<file path="config.mk">
export PLATFORM = sky130hd
export DESIGN_NAME = mem_arbiter
export DESIGN_NICKNAME = d
export VERILOG_FILES = /design/src/rtl/mem_arb_pkg.sv /design/src/rtl/mem_arb_buf.sv /design/src/rtl/mem_arbiter.sv
export SDC_FILE = /design/constraint.sdc
export NUM_CORES = 1
export LEC_CHECK = 0
export CORE_UTILIZATION = 60
export CTS_CLUSTER_DIAMETER = 30
export DETAILED_ROUTE_END_ITERATION = 16
export DONT_BUFFER_PORTS = 1
export PLACE_DENSITY = 0.84
export SLEW_MARGIN = 20
export SYNTH_ARGS = -nofsm -noshare
export SYNTH_HDL_FRONTEND = slang
export SYNTH_SLANG_ARGS = --single-unit
</file>
<file path="constraint.sdc">
create_clock -name clk -period 2.92 [get_ports clk]
set_clock_uncertainty 0.05 [all_clocks]
set_input_delay 0.292 -clock clk [delete_from_list [all_inputs] [get_ports clk]]
set_output_delay 0.292 -clock clk [all_outputs]
set_load 0.01 [all_outputs]
</file>
<file path="src/rtl/mem_arb_pkg.sv">
// Shared types and defaults for the fetch/data memory arbiter.
package mem_arb_pkg;

    localparam int unsigned DEF_ADDR_W  = 32;
    localparam int unsigned DEF_DATA_W  = 32;
    localparam int unsigned DEF_TIMEOUT = 255;

    typedef enum logic [1:0] {
        IDLE   = 2'd0,
        BUSY_I = 2'd1,
        BUSY_D = 2'd2
    } arb_state_t;

    // Wait-counter width able to hold TIMEOUT itself.
    function automatic int unsigned wait_cnt_w(input int unsigned timeout);
        return (timeout < 1) ? 1 : $clog2(timeout + 1);
    endfunction

endpackage

</file>
<file path="src/rtl/mem_arb_buf.sv">
// Tagged result register: holds one transfer result until the consumer takes it.
module mem_arb_buf
    import mem_arb_pkg::*;
#(
    parameter int unsigned TAG_W  = DEF_ADDR_W,
    parameter int unsigned DATA_W = DEF_DATA_W
) (
    input  logic              clk,
    input  logic              reset,
    input  logic              fill,
    input  logic              clear,
    input  logic [TAG_W-1:0]  fill_tag,
    input  logic [DATA_W-1:0] fill_data,
    input  logic [TAG_W-1:0]  cmp_tag,
    output logic              hit,
    output logic [DATA_W-1:0] data
);

    logic             valid;
    logic [TAG_W-1:0] tag;

    always_ff @(posedge clk or negedge reset) begin
        if (!reset) begin
            valid <= 1'b0;
            tag   <= '0;
            data  <= '0;
        end else if (fill) begin
            valid <= 1'b1;
            tag   <= fill_tag;
            data  <= fill_data;
        end else if (clear) begin
            valid <= 1'b0;
        end
    end

    assign hit = valid & (tag == cmp_tag);

endmodule

</file>
<file path="src/rtl/mem_arbiter.sv">
// Serialises fetch and load/store traffic onto one ready-handshake memory port
// and raises the pipeline stall requests while results are outstanding.
module mem_arbiter
    import mem_arb_pkg::*;
#(
    parameter int unsigned ADDR_W  = DEF_ADDR_W,
    parameter int unsigned DATA_W  = DEF_DATA_W,
    parameter int unsigned TIMEOUT = DEF_TIMEOUT
) (
    input  logic              clk,
    input  logic              reset,
    input  logic              if_req,
    input  logic [ADDR_W-1:0] if_addr,
    input  logic              if_ack,
    output logic [DATA_W-1:0] if_rdata,
    output logic              if_valid,
    input  logic              d_req,
    input  logic              d_we,
    input  logic [ADDR_W-1:0] d_addr,
    input  logic [DATA_W-1:0] d_wdata,
    input  logic              d_ack,
    output logic [DATA_W-1:0] d_rdata,
    output logic              d_valid,
    output logic              stall_if,
    output logic              stall_mem,
    output logic              mem_req,
    output logic              mem_we,
    output logic [ADDR_W-1:0] mem_addr,
    output logic [DATA_W-1:0] mem_wdata,
    input  logic [DATA_W-1:0] mem_rdata,
    input  logic              mem_ready,
    output logic              bus_err
);

    localparam int unsigned      CNT_W   = wait_cnt_w(TIMEOUT);
    localparam logic [CNT_W-1:0] CNT_MAX = CNT_W'(TIMEOUT);

    arb_state_t        state, state_nxt;
    logic              req_we;
    logic [ADDR_W-1:0] req_addr;
    logic [DATA_W-1:0] req_wdata;
    logic [CNT_W-1:0]  wait_cnt;
    logic              d_pend, i_pend, done, issue_d, issue_i;

    assign d_pend = d_req & ~d_valid;
    assign i_pend = if_req & ~if_valid;
    assign done   = mem_req & mem_ready;

    assign mem_req   = (state != IDLE);
    assign mem_we    = req_we;
    assign mem_addr  = req_addr;
    assign mem_wdata = req_wdata;

    // Gated so that every output reads 0 while reset is held.
    assign stall_if  = reset & i_pend;
    assign stall_mem = reset & d_pend;

    always_comb begin
        state_nxt = state;
        issue_d   = 1'b0;
        issue_i   = 1'b0;
        unique case (state)
            IDLE: begin
                if (d_pend) begin
                    issue_d   = 1'b1;
                    state_nxt = BUSY_D;
                end else if (i_pend) begin
                    issue_i   = 1'b1;
                    state_nxt = BUSY_I;
                end
            end
            BUSY_I, BUSY_D: begin
                if (mem_ready) state_nxt = IDLE;
            end
            default: state_nxt = IDLE;
        endcase
    end

    always_ff @(posedge clk or negedge reset) begin
        if (!reset) state <= IDLE;
        else        state <= state_nxt;
    end

    always_ff @(posedge clk or negedge reset) begin
        if (!reset) begin
            req_we    <= 1'b0;
            req_addr  <= '0;
            req_wdata <= '0;
        end else if (issue_d) begin
            req_we    <= d_we;
            req_addr  <= d_addr;
            req_wdata <= d_wdata;
        end else if (issue_i) begin
            req_we    <= 1'b0;
            req_addr  <= if_addr;
            req_wdata <= '0;
        end else if (done) begin
            req_we    <= 1'b0;
        end
    end

    // Watchdog only flags a stuck transfer; the transfer itself keeps waiting.
    always_ff @(posedge clk or negedge reset) begin
        if (!reset) begin
            wait_cnt <= '0;
            bus_err  <= 1'b0;
        end else begin
            if (state == IDLE || mem_ready) wait_cnt <= '0;
            else if (wait_cnt != CNT_MAX)   wait_cnt <= wait_cnt + 1'b1;
            if (wait_cnt == CNT_MAX) bus_err <= 1'b1;
        end
    end

    mem_arb_buf #(
        .TAG_W (ADDR_W),
        .DATA_W(DATA_W)
    ) u_ibuf (
        .clk      (clk),
        .reset    (reset),
        .fill     (done & (state == BUSY_I)),
        .clear    (if_ack & if_valid),
        .fill_tag (req_addr),
        .fill_data(mem_rdata),
        .cmp_tag  (if_addr),
        .hit      (if_valid),
        .data     (if_rdata)
    );

    // Data results are not address-matched: a constant tag makes hit == valid.
    mem_arb_buf #(
        .TAG_W (1),
        .DATA_W(DATA_W)
    ) u_dbuf (
        .clk      (clk),
        .reset    (reset),
        .fill     (done & (state == BUSY_D)),
        .clear    (d_ack & d_valid),
        .fill_tag (1'b0),
        .fill_data(mem_rdata),
        .cmp_tag  (1'b0),
        .hit      (d_valid),
        .data     (d_rdata)
    );

endmodule
</file>
* After elaboration in Yosys (flattened, before gate mapping)
Cells that the tools add are included.
** Storage, ports and cells
- Input bits :: 136
- Flip-flop bits (word level) :: 174
- Logic and storage cells :: 63
** Operators by class
- Mux-type cells :: 22
- Reduce and logical (&&, ||, !) cells :: 10
- Add/sub/neg operators :: 1
- Equality and inequality tests :: 7
- Bitwise gates (word level) :: 12
** Operator list (number)
- 32-bit 2-to-1 mux :: 4
- 32-bit equality test :: 1
- 8-bit 2-to-1 mux :: 2
- 1-bit 2-to-1 mux :: 12
- 1-bit AND :: 10
- 2-bit nonzero test :: 5
- 8-bit by 1-bit adder with 8-bit output (second input constant) :: 1
- 8-bit equality test (second input constant) :: 1
- 8-bit inequality test (second input constant) :: 1
- 2-bit 2-to-1 mux :: 3
- 2-bit one-hot mux with 2 select lines :: 1
- 3-bit inequality test (second input constant) :: 1
- 3-bit nonzero test :: 1
- 2-bit by 1-bit equality test with 1-bit output (second input constant) :: 1
- 2-bit equality test (second input constant) :: 1
- 2-bit logical NOT :: 1
- 2-bit inequality test (second input constant) :: 1
- 1-bit NOT :: 2
- 2-bit AND reduction :: 1
- 2-bit OR reduction :: 1
- 1-bit logical OR :: 1

* Depth between registers and ports, before layout
- Depth in word-level cells :: 9
- Gate-level depth with buffers :: 7
- Gate-level depth less buffers :: 6

* Hierarchy
Synthesis repeated with hierarchy kept, for this count alone.
** Second synthesis, totals
- Cell total of the unflattened synthesis :: 553
- Area, all modules :: 7931.4 um2
** Modules (own cells, without submodules)
- mem_arbiter :: area an instance 3741.1 um2, instances 1, cells an instance 296
- mem_arb_buf at u_ibuf :: area an instance 2761.4 um2, instances 1, cells an instance 182
- mem_arb_buf at u_dbuf :: area an instance 1428.9 um2, instances 1, cells an instance 75

* Worst setup path after synthesis
Ideal clock, no wire load.
- Kind :: flip-flop to flip-flop
- Start :: reg state[0]
- End :: reg u_ibuf.tag[22]
- Path slack :: 0.882 ns
- Setup time :: 0.125 ns
- Buffers on the path :: 2
- Period minus slack after synthesis :: 2.038 ns
- Cell stages (with the launch flop) :: 8
- Required time :: 2.745 ns
- Arrival time :: 1.863 ns
- Path through :: dfrtp_1 -> inv_1 -> ha_1 -> nor2b_1 -> nand2_1 -> clkbuf_1 -> clkbuf_1 -> mux2_2
** On the way
- Word-level cells in the longest chain between the ends :: 3
- Elaborated cells between the ends (all ways) :: 4
** Ends and longest elaborated chain
- start, declared :: line mem_arbiter.sv:38 : arb_state_t state, state_nxt;
- start signal, assigned :: line mem_arbiter.sv:81 : else state <= state_nxt;
- 2-bit nonzero test :: line mem_arbiter.sv:49 : assign mem_req = (state != IDLE);
- 1-bit AND :: line mem_arbiter.sv:47 : assign done = mem_req & mem_ready;
- 1-bit AND * :: line mem_arbiter.sv:120 : .fill (done & (state == BUSY_I)),
- end signal, assigned :: line mem_arb_buf.sv:29 : tag <= fill_tag;
- end, declared :: line mem_arb_buf.sv:20 : logic [TAG_W-1:0] tag;
Every way passes the cells marked *; elsewhere a longest branch is shown, timed or not.
A chain may end at the register's enable or synchronous reset.

* Worst setup path after layout
- Start :: reg u_ibuf.tag[16]
- End :: out stall_if
** On the way
- Word-level cells in the longest chain between the ends :: 5
** Ends and longest elaborated chain
- 32-bit equality test :: line mem_arb_buf.sv:36 : assign hit = valid & (tag == cmp_tag);
- 1-bit AND :: line mem_arb_buf.sv:36
- 1-bit NOT :: line mem_arbiter.sv:46 : assign i_pend = if_req & ~if_valid;
- 1-bit AND :: line mem_arbiter.sv:46
- 1-bit AND :: line mem_arbiter.sv:55 : assign stall_if = reset & i_pend;
- end, declared :: line mem_arbiter.sv:24 : output logic stall_if,
Every way passes these cells.

==> results.ini <==
[status]
status = finished with violations
violations = hold timing

[sta]
max_freq_mhz = 405
whs_ps = -490
fin_crit_sh = 0.846
worst_slew_pin_slew_ps = 520
drv_slew = 0
setup_viol = 0
worst_slack_ps = 451
timing.setup.tns_ps = 0
slew_headroom = 0.650
rsz0062_at_grt = false
hold_violations = 174
period_minus_slack_ps = 2470

[clock_tree]
cts-root-buf = clkbuf_16
cts_max_path_buffers = 2
cts_buffers = 17
cts_tree = built
clock-sinks = 174
clk_latency_ps = 420
post-cts-setup-buffers = 0
clk_pin_slew_ps = 60
cts_max_level = 4
cts_hold_buf = 96
cts_resized = 0

[floorplanning]
die_w_um = 113
ios = 271
die_h_um = 113
core_sq_um = 12000
dieArea_sq_um = 12800
rows = 40
start_util = 0.615

[place]
place_ws_ps = 696
io_buffer_count = 0
gp_congestion = 0.773
hpwl_um = 11200

[power]
p_seq_frac = 0.499
ir_drop_uv = 621
p_int_uw = 6230
switching_share = 0.355
power_frac_comb = 0.277
power_uw = 9660
clock_power_share = 0.224
powerDensity_nw_per_um2 = 1070
power.static_leakage_uw = 0.00393
switching_power_uw = 3430

[cells_and_area]
fillers = 689
final_nets = 740
drive_above_1_share = 0.302
syn2layout_area_growth_pct = 22.1
post-route-util = 0.750

[setup_path]
worstSetupPathType = reg -> out
worstPathMaxFanout = 6
r2r-start = u_ibuf.tag[16]$_DFFE_PN0P_
end_kind = output pin
ff2ff_path_depth = 6
cp.arrival_ps = 2130
worstPathRequired_ps = 2580
r2r_slack_ps = 680
startpoint_type = register
r2r_end = mem_addr[4]$_DFFE_PN0P_

[min_path]
hold_class = in -> async

[routing]
routed_wl_um = 17900
drtPass1Iterations = 4
drt_iter0_markers = 347
drc_errors = 0
via_per_inst = 6.16
route.vias.total = 4685
wl_per_cell_um = 23.5
ant_nets = 0

[yosys]
synth_area_sq_um = 7380
synth.top_cell.area_share = 0.590
async_reset_ff_frac = 1.00
synth-seq-cells = 174
synth_enable_flop_cells = 0
synthFlopType = dfrtp_1
synth_top_cells_by_area = dfrtp_1 59%, mux2_2 15%, o221a_1 4.6%
synth_warnings = 0
yosysTopAreaCell = dfrtp_1
ys_types = 38
avgSynthCellArea_sq_um = 14.6
postSynthCellCount = 504
syn_nets = 644
synth_seq_area_share = 0.590

[flow_run]
cap_violations = 0

[grt]
grt_max_degree = 176
track_usage = 0.291
grt-ovfl-total = 0
grt_pass1_vias = 5080
antenna_found_initial = 1
grt_first_pass_wirelength_um = 27800

-- synth_stat cells, types with 3 or more instances --
cell type,instances
or2_2,33
clkbuf_1,11
dfrtp_1,174
inv_1,8
nand2_1,6
buf_6,6
buf_2,7
o21ai_0,5
nor2b_1,4
o221a_1,30
a22o_1,32
xor2_1,33
buf_1,3
mux2_2,96
nor4_4,8
ha_1,4
nor2_1,11
a21oi_1,5
-- cells in the final DEF (no fill, tap or decap), types with 2 or more instances in the layout --
| cell type | count |
|---|---|
| mux2_2 | 96 |
| clkinvlp_4 | 3 |
| ha_1 | 4 |
| o221a_1 | 30 |
| dfrtp_1 | 174 |
| or2_2 | 33 |
| clkbuf_1 | 2 |
| mux2i_1 | 2 |
| nor2b_1 | 4 |
| clkinv_2 | 3 |
| a311oi_1 | 2 |
| dlygate4sd3_1 | 96 |
| nand4_1 | 2 |
| nor2_1 | 10 |
| nor3_1 | 2 |
| nor4_4 | 8 |
| a21oi_1 | 5 |
| xor2_1 | 33 |
| clkinv_4 | 2 |
| a31oi_1 | 2 |
| a22o_1 | 32 |
| nand2_1 | 5 |
| clkbuf_8 | 4 |
| nand4_4 | 2 |
| o21ai_0 | 5 |
| buf_4 | 8 |
| and3_1 | 2 |
| o221a_2 | 2 |
| clkbuf_16 | 17 |
| inv_1 | 8 |
-- flip-flops by register name, summed over array words and instances (netlist names) --
register / count
state: 2
u_ibuf.data: 32
wait_cnt: 8
mem_we: 1
u_ibuf.tag: 32
u_dbuf.valid: 1
u_dbuf.data: 32
u_ibuf.valid: 1
mem_addr: 32
bus_err: 1
mem_wdata: 32
-- final cells by class --
cell class / count / area, sq um / share of cell area
Clock buffer: 23 / 488 / 0.0541
Clock inverter: 9 / 85.1 / 0.00944
Tap cell: 147 / 184 / 0.0204
Sequential cell: 174 / 4350 / 0.483
Inverter: 8 / 30.0 / 0.00333
Multi-Input combinational cell: 295 / 2850 / 0.316
Timing Repair Buffer: 104 / 1020 / 0.113
Antenna cell: 1 / 2.50 / 0.000278
-- worst max-delay path by stage --
stage,from,to,slack (ps),cells past startpoint
floorplan,state[0]$_DFFE_PN0P_,u_ibuf.tag[22]$_DFFE_PN0P_,880,7
global placement,u_ibuf.tag[16]$_DFFE_PN0P_,mem_addr[1]$_DFFE_PN0P_,740,5
detailed placement,u_ibuf.tag[16]$_DFFE_PN0P_,mem_addr[18]$_DFFE_PN0P_,700,6
CTS,u_ibuf.tag[16]$_DFFE_PN0P_,stall_if,400,6
global route,u_ibuf.tag[16]$_DFFE_PN0P_,stall_if,350,6
finish,u_ibuf.tag[16]$_DFFE_PN0P_,stall_if,450,6
-- routing by layer --
layer  GRT usage  up-vias  part of all wire
li1            -     2041                 -
met1       0.322     2363              0.36
met2       0.507      236              0.52
met3       0.103       45             0.091
met4       0.126        0             0.028
met5           0        -                 0
-- logic make-up after synthesis --
family,Yosys count,share of synthesized area
simple gates,73,0.0764
buf+inv,35,0.0251
xor+xnor,34,0.0403
mux,98,0.149
fa+ha+maj,4,0.00678
compound gates,86,0.112
flops,174,0.590
-- power by group through the flow --
| stage | logic [uW] | registers, uW | clock network (uW) |
|---|---|---|---|
| finish | 2680 | 4820 | 2160 |
| global route | 2890 | 4950 | 2300 |
| CTS | 2660 | 4790 | 2190 |
| detailed placement | 2540 | 4830 | 0 |
| global placement | 2390 | 4760 | 0 |
| floorplan | 2200 | 4520 | 0 |
-- worst max-delay path, cell delays in order (launching register included) --
cell and delay (ps):
dfrtp_1 390, xor2_1 190, nor4_4 370, nand4_4 210, o31ai_1 290, buf_4 180
nor2_1 70
-- metrics by stage --
stage / cell area, sq um / cells
after floorplan: 7380 / 504
after global placement: 7480 / 632
after detailed placement: 7480 / 632
after CTS: 9010 / 760
after global routing: 9010 / 761
final: 9010 / 761
Power figures use the tool's default switching activity.
